===== src/rtl/ccff_loader_pkg.sv =====
// ccff_loader_pkg: shared state encoding and default sizes for the config-chain loader
package ccff_loader_pkg;
  localparam int NUM_CHAINS_DEF = 10;
  localparam int CHAIN_LEN_DEF = 1024;
  typedef enum logic [1:0] {IDLE, LOAD, READBACK, DONE} state_e;
endpackage


===== src/rtl/ccff_bitstream_loader.sv =====
// ccff_bitstream_loader: shifts a valid/ready bitstream into parallel config chains, optionally rotating it back out as readback
module ccff_bitstream_loader
  import ccff_loader_pkg::*;
#(
  parameter int NUM_CHAINS = NUM_CHAINS_DEF,
  parameter int CHAIN_LEN = CHAIN_LEN_DEF,
  localparam int CNT_W = $clog2(CHAIN_LEN + 1)
) (
  input  logic                  clk,
  input  logic                  rst_n,
  input  logic                  start,
  input  logic                  readback_en,
  input  logic [NUM_CHAINS-1:0] cfg_data,
  input  logic                  cfg_valid,
  output logic                  cfg_ready,
  output logic                  prog_clock,
  output logic                  config_enable,
  output logic [NUM_CHAINS-1:0] ccff_head,
  input  logic [NUM_CHAINS-1:0] ccff_tail,
  output logic                  CFG_DONE,
  output logic [NUM_CHAINS-1:0] rb_data,
  output logic                  rb_valid,
  output logic                  busy
);
  state_e state_q, state_d;
  logic phase_q, phase_d, rb_en_q, rb_en_d, pc_q, pc_d, ce_q, ce_d, done_q, done_d, rbv_q, rbv_d;
  logic [CNT_W-1:0] cnt_q, cnt_d;
  logic [NUM_CHAINS-1:0] head_q, head_d, rbd_q, rbd_d;
  logic last;
  assign last = cnt_q == CNT_W'(CHAIN_LEN - 1);
  assign cfg_ready = state_q == LOAD && !phase_q;
  assign busy = state_q == LOAD || state_q == READBACK;
  assign prog_clock = pc_q;
  assign config_enable = ce_q;
  assign ccff_head = head_q;
  assign CFG_DONE = done_q;
  assign rb_data = rbd_q;
  assign rb_valid = rbv_q;
  always_comb begin
    state_d = state_q;
    phase_d = phase_q;
    cnt_d = cnt_q;
    rb_en_d = rb_en_q;
    pc_d = 1'b0;
    ce_d = ce_q;
    done_d = done_q;
    head_d = head_q;
    rbd_d = rbd_q;
    rbv_d = 1'b0;
    case (state_q)
      IDLE, DONE: if (start) begin
        state_d = LOAD;
        phase_d = 1'b0;
        cnt_d = '0;
        ce_d = 1'b1;
        done_d = 1'b0;
        rb_en_d = readback_en;
      end
      default: if (phase_q) begin
        phase_d = 1'b0;
        cnt_d = last ? '0 : cnt_q + CNT_W'(1);
        if (last) begin
          state_d = (state_q == LOAD && rb_en_q) ? READBACK : DONE;
          ce_d = state_d == READBACK;
          done_d = state_d == DONE;
        end
      end else if (state_q == READBACK) begin
        head_d = ccff_tail;
        rbd_d = ccff_tail;
        rbv_d = 1'b1;
        phase_d = 1'b1;
        pc_d = 1'b1;
      end else if (cfg_valid) begin
        head_d = cfg_data;
        phase_d = 1'b1;
        pc_d = 1'b1;
      end
    endcase
  end
  always_ff @(posedge clk) begin
    if (!rst_n) begin
      state_q <= IDLE;
      phase_q <= 1'b0;
      cnt_q <= '0;
      rb_en_q <= 1'b0;
      pc_q <= 1'b0;
      ce_q <= 1'b0;
      done_q <= 1'b0;
      head_q <= '0;
      rbd_q <= '0;
      rbv_q <= 1'b0;
    end else begin
      state_q <= state_d;
      phase_q <= phase_d;
      cnt_q <= cnt_d;
      rb_en_q <= rb_en_d;
      pc_q <= pc_d;
      ce_q <= ce_d;
      done_q <= done_d;
      head_q <= head_d;
      rbd_q <= rbd_d;
      rbv_q <= rbv_d;
    end
  end
endmodule


===== config.mk =====
export PLATFORM = sky130hd
export DESIGN_NAME = ccff_bitstream_loader
export DESIGN_NICKNAME = d
export VERILOG_FILES = /design/src/rtl/ccff_loader_pkg.sv /design/src/rtl/ccff_bitstream_loader.sv
export SDC_FILE = /design/constraint.sdc
export NUM_CORES = 1
export LEC_CHECK = 0
export CAP_MARGIN = 40
export CORE_MARGIN = 5
export CORE_UTILIZATION = 25
export DETAILED_ROUTE_END_ITERATION = 10
export SYNTH_ARGS = -nofsm -noshare
export SYNTH_HDL_FRONTEND = slang
export SYNTH_SLANG_ARGS = --single-unit

===== constraint.sdc =====
create_clock -name clk -period 4.05 [get_ports clk]
set_input_delay 0.81 -clock clk [delete_from_list [all_inputs] [get_ports clk]]
set_output_delay 0.81 -clock clk [all_outputs]
set_load 0.02 [all_outputs]

==> flow_summary.ini <==
[status]
status = finished, final reports clean

[floorplanning]
design.die.area_mm2 = 0.008713
io_pins = 51
die_w_um = 93.35
core_area_mm2 = 0.006794
fp-row-count = 30
initial_core_util = 0.2556
die_h_um = 93.35

[setup_path]
reg2reg_from = state_q[0]
startpoint = state_q[0]
cp_max_fo = 10
crit_path_end = busy
cp_slowest_stage_delay_ns = 0.69
crit_cells = 3
cp.required_ns = 3.24
path_cells = inv_1 > ha_1 > clkdlybuf4s50_1
worstSetupStartpointType = register
timing.rr.end = cnt_q[2]
path_delay_family = buffers and inverters
r2r_setup_slack_ns = 1.81
worst_r2r_path_depth = 6
arrival_ns = 2.03
crit_buf_inv = 2
critPathKind = register to primary output
end_kind = primary output
slowest_stage = clkdlybuf4s50_1

[synth]
ys_ff_latch = 39
async_reset_ff_frac = 0
synth_edf_count = 0
syn-num-nets = 197
ys.flop_type = dfxtp_1
yosys_warnings = 0
syn-instance-count = 167
mappedNetlistArea_mm2 = 0.001737
syn_area_per_cell_um2 = 10.40
yosysSeqAreaShare = 0.4496
yosysUniqueCellTypes = 35

[timing]
fin_crit_ns = 2.843
final.period_utilization = 0.7019
fin_worst_skew_ns = 0.006205
final.setup.tns_ns = 0
hold_viol = 0
slew_headroom = 0.4761
setup_viol = 0
rsz0062_at_grt = no
slew_violations = 0
fmax_ghz = 0.3518
worst_pin_slew_ns = 0.7834

[routing]
dr.pass1.iters = 4
drc = 0
post_drt_wl_per_cell_um = 13.56
via_per_inst = 4.279
vias = 1348
ant_nets = 0
wirelength_um = 4272
drtIter0Drc = 104

[power]
p_leak_nw = 0.9504
finalPower_mw = 0.7652
p_per_area_mw_per_mm2 = 318.5
peakVddDrop_mv = 0.1642

[placed_design]
post-dp-hpwl_um = 3198
port_buffers = 50
placed_cell_area_mm2 = 0.002317
gp_congestion = 0.7763

[cells_and_area]
final_layout_size_suffix_gt1_frac = 0.08219
antenna_cells = 0
multi_input_area_um2 = 885.9
design_area_mm2 = 0.002402
nets = 248
finish.utilization = 0.3536
nFillCells = 699
area_growth_pct = 38.33
regArea_um2 = 780.7

[clock_network]
cts_setup_buffers = 0
clock_sinks = 39
cts_resized = 0
insertion_delay_ns = 0.29
numCtsBuffers = 5
cts_buffer_depth = 2
clkTransAtPathRegs_ns = 0.08
cts_tree = done
cts.hold.buffers_added = 0
root_buffer = clkbuf_8
ctsHtreeMaxLevel = 2

[grt]
grt-ovfl-total = 0
grt_pass1_wl_um = 7003
grt_pass1_vias = 1377
grt_max_degree = 25
antenna_found_initial = 0
grtUsageTotal = 0.1030

[min_path]
hold_start = rb_data[3]
hold_class = register to register

[flow_run]
cap_violations = 0
[how the worst min path moves through the flow]
stage | endpoint | cells past startpoint
floorplan | cnt_q[10] | 2
global placement | rb_data[7] | 1
detailed placement | rb_data[3] | 1
CTS | rb_data[3] | 1
global route | rb_data[3] | 1
finish | rb_data[3] | 1
[cell usage in the layout, fill, tap and decap left out, types with 4 or more instances in the layout]
cell type and count:
clkdlybuf4s50_1 50, mux2i_1 15, a22o_1 10, xnor2_1 8, o211a_1 10, ha_1 5
inv_1 4, nand3_1 4, nor4_1 5, nand2_1 14, a21oi_1 4, dfxtp_1 39
clkbuf_8 5, nor2_1 14, nor2b_1 5
[worst reg2reg max path: stages, from the launching register on]
cell	delay, ns
dfxtp_1	0.42
inv_1	0.09
ha_1	0.54
nand4_4	0.18
nor4_4	0.48
nand3b_2	0.31
nor2_1	0.09
[final cells by class]
cell class / instances / share of cell area
Timing Repair Buffer: 52 / 0.2146
Clock buffer: 6 / 0.03021
Sequential cell: 39 / 0.3250
Clock inverter: 2 / 0.005208
Multi-Input combinational cell: 116 / 0.3688
Inverter: 4 / 0.006250
Tap cell: 96 / 0.05000
[flip-flops by register name (all words and copies together) (netlist names)]
signal and cells:
CFG_DONE 1, ccff_head 10, cnt_q 11, config_enable 1, phase_q 1, prog_clock 1, rb_data 10, rb_en_q 1
rb_valid 1, state_q 2
[metrics by stage]
stage          setup slack, ns  hold WS, ns  cells
2_1_floorplan            2.060       0.4790    167
3_3_place_gp             1.405       0.4634    306
3_5_place_dp             1.427       0.4633    307
4_1_cts                  1.185       0.4860    315
5_1_grt                  1.067       0.5103    315
6_report                 1.207       0.4894    315
[per-layer routing]
layer	GRT usage	vias to the layer above	share of wire
met1	0.1305	624	0.47
met3	0.02574	6	0.034
met4	0.05128	0	0.023
met5	0	-	0
met2	0.1620	24	0.47
li1	-	694	-
[logic make-up after synthesis]
group / synth area share
adders and majority gates: 0.03602
AOI/OAI and AO/OA: 0.1405
and+or+nand+nor: 0.2017
xor gates and xnor gates: 0.04539
muxes: 0.08645
DFF: 0.4496
buffers and inverters: 0.04034
[Yosys cell counts (2+ instances only)]
| cell type | number | area, µm² |
|---|---|---|
| inv_1 | 4 | 15.01 |
| nor4_1 | 5 | 31.28 |
| nand2b_1 | 2 | 12.51 |
| o31ai_1 | 2 | 15.01 |
| nor2b_1 | 5 | 31.28 |
| and3_1 | 2 | 12.51 |
| nor2_1 | 14 | 52.55 |
| a22o_1 | 10 | 87.58 |
| buf_2 | 3 | 15.01 |
| o211a_1 | 10 | 100.1 |
| ha_1 | 5 | 62.56 |
| nor3_1 | 2 | 10.01 |
| dfxtp_1 | 39 | 780.8 |
| mux2i_1 | 15 | 150.1 |
| and2b_1 | 2 | 15.01 |
| clkbuf_1 | 2 | 7.510 |
| xnor2_1 | 8 | 70.07 |
| nand2_1 | 14 | 52.55 |
| nand3_1 | 4 | 20.02 |
| a21oi_1 | 4 | 20.02 |
[power breakdown]
part | internal (mW) | total [mW] | switching (mW)
clock | 0.120 | 0.259 | 0.139
combinational | 0.0548 | 0.104 | 0.0496
sequential | 0.394 | 0.401 | 0.00739
total | 0.569 | 0.765 | 0.196
Note: power is estimated with default switching activity, not from simulation.
